==> src/rtl/hex5_display_arbiter_if.sv <==
// Requester/display bundle between the per-function lab blocks and the HEX5 arbiter.
// Latency: none, wires only.
// Backpressure: none, requesters hold req until they see their grant bit.
interface hex5_display_arbiter_if #(
    parameter int NREQ = 4
);
    logic [NREQ-1:0]   req;
    logic [4*NREQ-1:0] digit;
    logic [NREQ-1:0]   grant;
    logic              busy;
    logic [6:0]        HEX5;
    logic [NREQ-1:0]   LEDR;

    // Requester side: drives requests and digits, watches grants and the display.
    modport master (
        output req, digit,
        input  grant, busy, HEX5, LEDR
    );

    // Arbiter side.
    modport slave (
        input  req, digit,
        output grant, busy, HEX5, LEDR
    );
endinterface

==> src/rtl/hex5_display_arbiter.sv <==
// Round-robin owner of HEX5/LEDR: one requester at a time, digit latched and decoded for HOLD_CYCLES.
// Latency: grant/HEX5 valid one edge after req is sampled; back-to-back grants are contiguous.
// Backpressure: losing requesters simply keep req high; req/digit are ignored while a grant is held.
module hex5_display_arbiter #(
    parameter int NREQ        = 4,
    parameter int HOLD_CYCLES = 25_000_000
) (
    input  logic                  CLOCK_50,
    input  logic                  reset,
    hex5_display_arbiter_if.slave bus
);
    localparam int PW = (NREQ > 1) ? $clog2(NREQ) : 1;
    localparam int CW = (HOLD_CYCLES > 1) ? $clog2(HOLD_CYCLES) : 1;
    localparam logic [CW-1:0] HOLD_LOAD = CW'(HOLD_CYCLES - 1);
    localparam logic [PW:0]   NREQ_W    = (PW+1)'(NREQ);
    localparam logic [6:0]    BLANK     = 7'b1111111;

    typedef enum logic {IDLE, SHOW} state_t;

    state_t          state_q;
    logic [PW-1:0]   ptr_q;
    logic [PW-1:0]   gidx_q;
    logic [CW-1:0]   cnt_q;
    logic [NREQ-1:0] grant_q;
    logic [6:0]      hex_q;

    logic [PW:0]     nxt_sum_d;
    logic [PW:0]     scan_d;
    logic [PW-1:0]   next_ptr_d;
    logic [PW-1:0]   base_d;
    logic [PW-1:0]   win_d;
    logic            found_d;
    logic [3:0]      sel_digit_d;
    logic [6:0]      glyph_d;
    logic [NREQ-1:0] grant_new_d;

    // Active-low hex glyphs, segment order {g,f,e,d,c,b,a}.
    function automatic logic [6:0] decode(input logic [3:0] d);
        logic [6:0] s;
        case (d)
            4'h0: s = 7'b1000000;
            4'h1: s = 7'b1111001;
            4'h2: s = 7'b0100100;
            4'h3: s = 7'b0110000;
            4'h4: s = 7'b0011001;
            4'h5: s = 7'b0010010;
            4'h6: s = 7'b0000010;
            4'h7: s = 7'b1111000;
            4'h8: s = 7'b0000000;
            4'h9: s = 7'b0010000;
            4'hA: s = 7'b0001000;
            4'hB: s = 7'b0000011;
            4'hC: s = 7'b1000110;
            4'hD: s = 7'b0100001;
            4'hE: s = 7'b0000110;
            default: s = 7'b0001110;
        endcase
        return s;
    endfunction

    // Pick the winner: scan from ptr (or from the slot after the current owner when a
    // hold is ending, so the pointer update and re-arbitration happen on the same edge).
    always_comb begin
        nxt_sum_d = {1'b0, gidx_q} + (PW+1)'(1);
        if (nxt_sum_d >= NREQ_W) nxt_sum_d = nxt_sum_d - NREQ_W;
        next_ptr_d = nxt_sum_d[PW-1:0];
        base_d     = (state_q == SHOW) ? next_ptr_d : ptr_q;
        found_d    = 1'b0;
        win_d      = base_d;
        scan_d     = '0;
        for (int off = 0; off < NREQ; off++) begin
            scan_d = {1'b0, base_d} + (PW+1)'(off);
            if (scan_d >= NREQ_W) scan_d = scan_d - NREQ_W;
            if (!found_d && bus.req[scan_d[PW-1:0]]) begin
                found_d = 1'b1;
                win_d   = scan_d[PW-1:0];
            end
        end
        sel_digit_d = bus.digit[4*win_d +: 4];
        glyph_d     = decode(sel_digit_d);
        grant_new_d = NREQ'(1) << win_d;
    end

    // IDLE/SHOW controller; grant, glyph, pointer and hold counter are all registered here.
    always_ff @(posedge CLOCK_50 or posedge reset) begin
        if (reset) begin
            state_q <= IDLE;
            ptr_q   <= '0;
            gidx_q  <= '0;
            cnt_q   <= '0;
            grant_q <= '0;
            hex_q   <= BLANK;
        end else begin
            case (state_q)
                IDLE: begin
                    if (found_d) begin
                        state_q <= SHOW;
                        grant_q <= grant_new_d;
                        gidx_q  <= win_d;
                        hex_q   <= glyph_d;
                        cnt_q   <= HOLD_LOAD;
                    end
                end
                SHOW: begin
                    if (cnt_q != '0) begin
                        cnt_q <= cnt_q - CW'(1);
                    end else begin
                        ptr_q <= next_ptr_d;
                        if (found_d) begin
                            grant_q <= grant_new_d;
                            gidx_q  <= win_d;
                            hex_q   <= glyph_d;
                            cnt_q   <= HOLD_LOAD;
                        end else begin
                            state_q <= IDLE;
                            grant_q <= '0;
                            hex_q   <= BLANK;
                        end
                    end
                end
                default: state_q <= IDLE;
            endcase
        end
    end

    assign bus.grant = grant_q;
    assign bus.LEDR  = grant_q;
    assign bus.busy  = |grant_q;
    assign bus.HEX5  = hex_q;
endmodule

==> src/flat_wrapper.sv <==
// flat-port wrapper written by rule: the top's interface ports become plain ports
module hex5_display_arbiter_flat 
#(
    parameter int NREQ        = 4,
    parameter int HOLD_CYCLES = 25_000_000
)
  (CLOCK_50, reset, bus_req, bus_digit, bus_grant, bus_busy, bus_HEX5, bus_LEDR);
  hex5_display_arbiter_if #(.NREQ(NREQ)) bus_i ();
  input  logic CLOCK_50;
  input  logic reset;
  input wire logic [$bits(bus_i.req)-1:0] bus_req;
  input wire logic [$bits(bus_i.digit)-1:0] bus_digit;
  output wire logic [$bits(bus_i.grant)-1:0] bus_grant;
  output wire logic [$bits(bus_i.busy)-1:0] bus_busy;
  output wire logic [$bits(bus_i.HEX5)-1:0] bus_HEX5;
  output wire logic [$bits(bus_i.LEDR)-1:0] bus_LEDR;
  assign bus_i.req = bus_req;
  assign bus_i.digit = bus_digit;
  assign bus_grant = bus_i.grant;
  assign bus_busy = bus_i.busy;
  assign bus_HEX5 = bus_i.HEX5;
  assign bus_LEDR = bus_i.LEDR;
  hex5_display_arbiter #(.NREQ(NREQ), .HOLD_CYCLES(HOLD_CYCLES)) u_core (.CLOCK_50(CLOCK_50), .reset(reset), .bus(bus_i));
endmodule
==> config.mk <==
export PLATFORM = sky130hd
export DESIGN_NAME = hex5_display_arbiter_flat
export DESIGN_NICKNAME = d
export VERILOG_FILES = /design/src/rtl/hex5_display_arbiter_if.sv /design/src/rtl/hex5_display_arbiter.sv /design/src/flat_wrapper.sv
export SDC_FILE = /design/constraint.sdc
export NUM_CORES = 1
export LEC_CHECK = 0
export BUFFER_PORTS_ARGS = -buffer_cell sky130_fd_sc_hd__buf_2
export CAP_MARGIN = 10
export CELL_PAD_IN_SITES_DETAIL_PLACEMENT = 1
export CELL_PAD_IN_SITES_GLOBAL_PLACEMENT = 1
export CORE_ASPECT_RATIO = 1.2
export CORE_UTILIZATION = 25
export CTS_CLUSTER_SIZE = 16
export DETAILED_ROUTE_END_ITERATION = 8
export PLACE_DENSITY_LB_ADDON = 0.1
export SYNTH_ARGS = -nofsm -noshare
export SYNTH_HDL_FRONTEND = slang
export SYNTH_SLANG_ARGS = --single-unit
==> constraint.sdc <==
create_clock -name CLOCK_50 -period 2.9 [get_ports CLOCK_50]
set_input_delay 0.435 -clock CLOCK_50 [delete_from_list [all_inputs] [get_ports CLOCK_50]]
set_output_delay 0.435 -clock CLOCK_50 [all_outputs]
set_load 0.1 [all_outputs]
# Yosys cells after proc, flatten, opt, wreduce, memory -nomap -nowiden

Memory sizes are Yosys's and may differ from the RTL's.
Index checks and enable logic that the tools add are counted.

Shift operators: 2
Bitwise gates (word level): 2
Reductions and logical operators: 10
Multiplexer cells: 39
$lt $le $gt $ge: 9
$add $sub $neg: 10
Eq/ne operators: 2

Operators with widths:

| operator                                                   | number |
|---|---|
| two-way mux 25 bit                                         | 2 |
| case mux 25 bit (2 select lines)                           | 1 |
| nonzero test 25 bit                                        | 1 |
| subtractor 25 x 1 -> 25 bit, second input constant         | 1 |
| two-way mux 2 bit                                          | 12 |
| two-way mux 7 bit                                          | 3 |
| indexed part select 16 x 5 -> 4 bit                        | 1 |
| case mux 7 bit (2 select lines)                            | 1 |
| >= comparator 3 bit, second input constant                 | 4 |
| less-than comparator 2 x 3 -> 1 bit, second input constant | 4 |
| two-way mux 4 bit                                          | 3 |
| two-way mux 1 bit                                          | 10 |
| subtractor 2 x 1 -> 2 bit, second input constant           | 5 |
| binary-select mux 1 bit (select 2 bit)                     | 4 |
| case mux 4 bit (2 select lines)                            | 1 |
| adder 2 x 1 -> 3 bit, second input constant                | 2 |
| adder 2 x 2 -> 3 bit, second input constant                | 2 |
| case mux 2 bit (2 select lines)                            | 1 |
| AND reduction 2 bit                                        | 2 |
| OR reduction 4 bit                                         | 1 |
| << shifter 1 x 2 -> 4 bit, first input constant            | 1 |
| >= comparator 2 x 3 -> 1 bit, second input constant        | 1 |
| logical AND 1 bit                                          | 3 |
| logical NOT 1 bit                                          | 3 |
| 4 further kinds                                            | 5 |

Bits in read-only memories: 112
Memories: 1
Output and inout port bits: 16
Register bits after elaboration: 41
Logic and storage cells: 81

Memories:

| memory           | words | bits a word | read ports | clocked after Yosys merged registers in | write ports | line                       | source |
|---|---|---|---|---|---|---|---|
| (name not given) | 16    | 7           | 1          | 0                                       | 0           | hex5_display_arbiter.sv:40 | `case (d)` |

# Longest topological paths before layout

An unclocked memory read counts as a cell.

Depth after elaboration: 23
Depth in mapped cells: 13
Mapped depth without buffers: 12

# Worst setup path before layout

Ideal clock, no wire load.

Kind: register to register
Start: reg u_core.state_q
End: reg u_core.hex_q[5], in the netlist u_core.bus.HEX5[5]
Clock period less this slack: 2.821 ns
Data required time: 2.838 ns
Slack: 0.079 ns
Stages on the path, launching flop included: 13
Arrival time: 2.759 ns
Cells stage by stage: dfrtp_1 -> buf_2 -> o311a_1 -> a211oi_2 -> nand2_2 -> mux2i_1 -> mux2_2 -> inv_1 -> ha_1 -> inv_1 -> or3_1 -> a21oi_1 -> o32a_1

Word-level cells in the longest chain between the ends: 20
Elaborated cells on any way between the ends: 48
Classes of those cells: 7 x add/sub; 4 x order compare; 2 x eq/ne; 1 x shift; 25 x mux; 1 x bitwise; 7 x reduce/logical; 1 x memory

RTL lines:

| what                                                                          | line                        | source |
|---|---|---|
| from (decl)                                                                   | hex5_display_arbiter.sv:20  | `state_t state_q;` |
| from (signal assigned)                                                        | hex5_display_arbiter.sv:87  | `state_q <= IDLE;` |
| from (signal assigned)                                                        | hex5_display_arbiter.sv:97  | `state_q <= SHOW;` |
| from (signal assigned)                                                        | hex5_display_arbiter.sv:115 | `state_q <= IDLE;` |
| parallel branches: the longest is 20 deep, another holds adder 2 x 1 -> 3 bit | --                          |  |
| to (signal assigned)                                                          | hex5_display_arbiter.sv:100 | `hex_q <= glyph_d;` |
| to (signal assigned)                                                          | hex5_display_arbiter.sv:112 | `hex_q <= glyph_d;` |
| to (decl)                                                                     | hex5_display_arbiter.sv:25  | `logic [6:0] hex_q;` |

Parallel ways; which one is timed is not known. The select of a mux whose other input is x is not followed.
A chain may end at the register's enable or synchronous reset.

# Worst setup path in the final report

Ends and elaborated chain as after synthesis.

==> results.sh <==
export IMPL_status="finished, final reports clean"
export IMPL_synth_most_common_cell="nor2_1"
export IMPL_path_clk_slew_ns=0.07
export IMPL_swShare_pct=37.5
export IMPL_switchingPower_uw=762
export IMPL_finalClockSkew_ns=0.0112
export IMPL_crit_path_start="u_core.state_q"
export IMPL_timing_critical_path_mode_cell="buf_4"
export IMPL_path_cells="buf_4 > nand2b_1 > a21oi_1 > o21ai_1 > a211oi_2 > buf_4 > mux2_2 > inv_2 > ha_2 > inv_1 > or3_4 > a21oi_2 > o32a_1"
export IMPL_avgViaCountPerCell=4.92
export IMPL_initial_core_util_pct=25.8
export IMPL_synth_top_cell_by_area="dfrtp_1"
export IMPL_drc_errors=0
export IMPL_r2r_start="u_core.state_q"
export IMPL_die_y_microns=114
export IMPL_grt_max_degree=22
export IMPL_synth_edf_count=0
export IMPL_drtAntennaViolNets=0
export IMPL_grt_use_total_pct=15.2
export IMPL_htreeDepth=2
export IMPL_cts_sinks=41
export IMPL_utilization_pct=33.7
export IMPL_drv_cap=0
export IMPL_cpMaxStageDelayCell="dfrtp_2"
export IMPL_synthFlopType="dfrtp_1"
export IMPL_coreArea_sq_mm=0.0101
export IMPL_routed_wirelength_microns=7690
export IMPL_clock_latency_ns=0.29
export IMPL_yosysSeqAreaShare_pct=39.9
export IMPL_crit_path_end_kind="flip-flop"
export IMPL_setup_viol=0
export IMPL_netlist_area_sq_mm=0.00259
export IMPL_final_area_sq_mm=0.00339
export IMPL_dieArea_sq_mm=0.0108
export IMPL_placed_area_sq_mm=0.00313
export IMPL_gp_congestion=0.756
export IMPL_period_share_pct=96.4
export IMPL_port_buffers=37
export IMPL_fin_nets=388
export IMPL_antenna_found_initial=0
export IMPL_cp_start_kind="flip-flop"
export IMPL_fin_crit_ns=2.79
export IMPL_max_slew_margin_pct=44.2
export IMPL_synth_nets=315
export IMPL_synthCells=286
export IMPL_synthDistinctLibCells=62
export IMPL_rsz0062_at_grt="true"
export IMPL_tightest_slew_ns=0.831
export IMPL_clock_root_buffer="clkbuf_16"
export IMPL_power_frac_clock_pct=29.3
export IMPL_ys_warn_count=0
export IMPL_synth_area_leaders="dfrtp_1, dfstp_2, nor2_1, mux2i_1, ha_1"
export IMPL_diodes=0
export IMPL_synthTopCellsByCount="nor2_1, dfrtp_1, nand2_1, o21ai_0"
export IMPL_drtIter0Drc=66
export IMPL_hpwl_microns=5870
export IMPL_synth_seq_cells=41
export IMPL_power_leakage_uw=0.00146
export IMPL_grt_pass1_wl_microns=12700
export IMPL_placementRows=40
export IMPL_die_x_microns=95.0
export IMPL_avgSynthCellArea_sq_um=9.06
export IMPL_async_flop_share_pct=100
export IMPL_grt_overflow=0
export IMPL_p_int_uw=1270
export IMPL_cp_arrival_ns=3.03
export IMPL_cts_made_buffers=5
export IMPL_setup_slack_ns=0.105
export IMPL_dp_slack_ns=-0.0963
export IMPL_yosys_area_top_type_share_pct=32.8
export IMPL_wl_per_cell_microns=15.8
export IMPL_power_uw=2030
export IMPL_pwr_share_seq_pct=37.8
export IMPL_cts_tree="yes"
export IMPL_fillers=1188
export IMPL_hold_viol=0
export IMPL_drtPass1Iterations=4
export IMPL_cts_hold_buf=0
export IMPL_ios=38
export IMPL_cp_max_fo=7
export IMPL_min_path_type="primary input to asynchronous set/reset pin"
export IMPL_cts_buffer_depth=2
export IMPL_crit_type="flip-flop to flip-flop"
export IMPL_p_comb_share_pct=32.8
export IMPL_area_growth_pct=30.7
export IMPL_max_stage_delay_ns=0.45
export IMPL_vias=2389
export IMPL_whs_ns=0.198
export IMPL_required_ns=3.13
export IMPL_vdd_drop_max_mv=0.225
export IMPL_drive_above_1_share_pct=34.7
export IMPL_power_density_mw_per_mm2=600
export IMPL_fmax_mhz=358
export IMPL_grt_pass1_vias=2487
export IMPL_slew_violations=0
## critical path, delay by kind of cell, from the launching register on
family          cells  cell delay, ns
simple gates        2            0.56
buf+inv             4            0.45
fa+ha+maj           1            0.16
flops               1            0.45
mux                 1            0.35
compound gates      5            0.78
## routing by layer
layer	global-route usage (%)	vias to the layer above	routed length (microns)
met5	0	-	0
met4	3.64	0	79
met3	2.33	6	220
met2	25.9	26	3870
met1	19.9	1170	3530
li1	-	1187	-
## power by group through the flow
stage	Sequential [uW]	Clock, uW	Combinational (uW)
after global placement	775	0	645
after floorplan	830	0	394
final	769	596	667
after CTS	767	626	663
after global routing	789	635	730
after detailed placement	775	0	655
## cell type report
class | count | area [sq um] | share of cell area (%)
multi-input cells | 222 | 1510 | 44.6
flip-flops and latches | 41 | 1040 | 30.6
repair buffers | 77 | 485 | 14.3
well taps | 126 | 158 | 4.65
clock buffers | 5 | 125 | 3.69
inverters | 12 | 45.0 | 1.33
clock inverters | 3 | 28.8 | 0.849
## what timing repair did
action                                 CTS  global route
setup endpoints to repair                2            19
cloned                                   0             0
pin swaps                                0             4
setup buffers                            0             4
gates resized for setup                  4            12
endpoints found under the hold margin    0             0
## per-stage QoR
stage,std cells,TNS [ns]
after floorplan,286,0
after global placement,474,-0.0528
after CTS,482,0
after global routing,486,-0.111
after detailed placement,474,-0.181
final,486,0
## final timing paths
kind	endpoint	slack, ns	depth (start not counted)
max reg2reg	u_core.bus.HEX5[5]	0.11	13
min in group CLOCK_50	u_core.cnt_q[23]	0.49	1
min	u_core.cnt_q[18]	0.20	2
max in group asynchronous	u_core.bus.HEX5[3]	1.92	3
min reg2reg	u_core.cnt_q[23]	0.49	1
max	u_core.bus.HEX5[5]	0.11	13
## flip-flops by register name, indices dropped and copies added (netlist names)
| register | flops |
|---|---|
| u_core.gidx_q | 2 |
| u_core.cnt_q | 25 |
| u_core.state_q | 1 |
| u_core.bus.HEX5 | 7 |
| u_core.bus.LEDR | 4 |
| u_core.ptr_q | 2 |
## kinds of logic (layout without fill, tap and decap cells)
kind of cell	after synthesis	after routing	synth area share (%)
flip-flops	41	41	39.9
adder cells (fa/ha/maj)	7	7	3.38
XOR/XNOR	6	6	2.03
AND/OR/NAND/NOR	119	119	23.6
multiplexers	14	14	5.74
AO/OA/AOI/OAI	76	76	20.8
buffers and inverters	23	97	4.49
## cells in the final DEF (no fill, tap or decap), types with 6 or more instances in the layout
| cell type | Yosys | layout |
|---|---|---|
| nand2_1 | 21 | 20 |
| nor3_1 | 11 | 11 |
| a31oi_1 | 8 | 8 |
| buf_2 | 3 | 37 |
| mux2i_1 | 10 | 10 |
| buf_4 | 5 | 40 |
| dfstp_2 | 7 | 7 |
| inv_1 | 11 | 9 |
| nor2_1 | 38 | 38 |
| nand3_1 | 13 | 13 |
| ha_1 | 7 | 6 |
| dfrtp_1 | 34 | 33 |
| o21ai_0 | 14 | 14 |
| a21oi_1 | 13 | 12 |
Note: power is estimated with default switching activity, not from simulation.
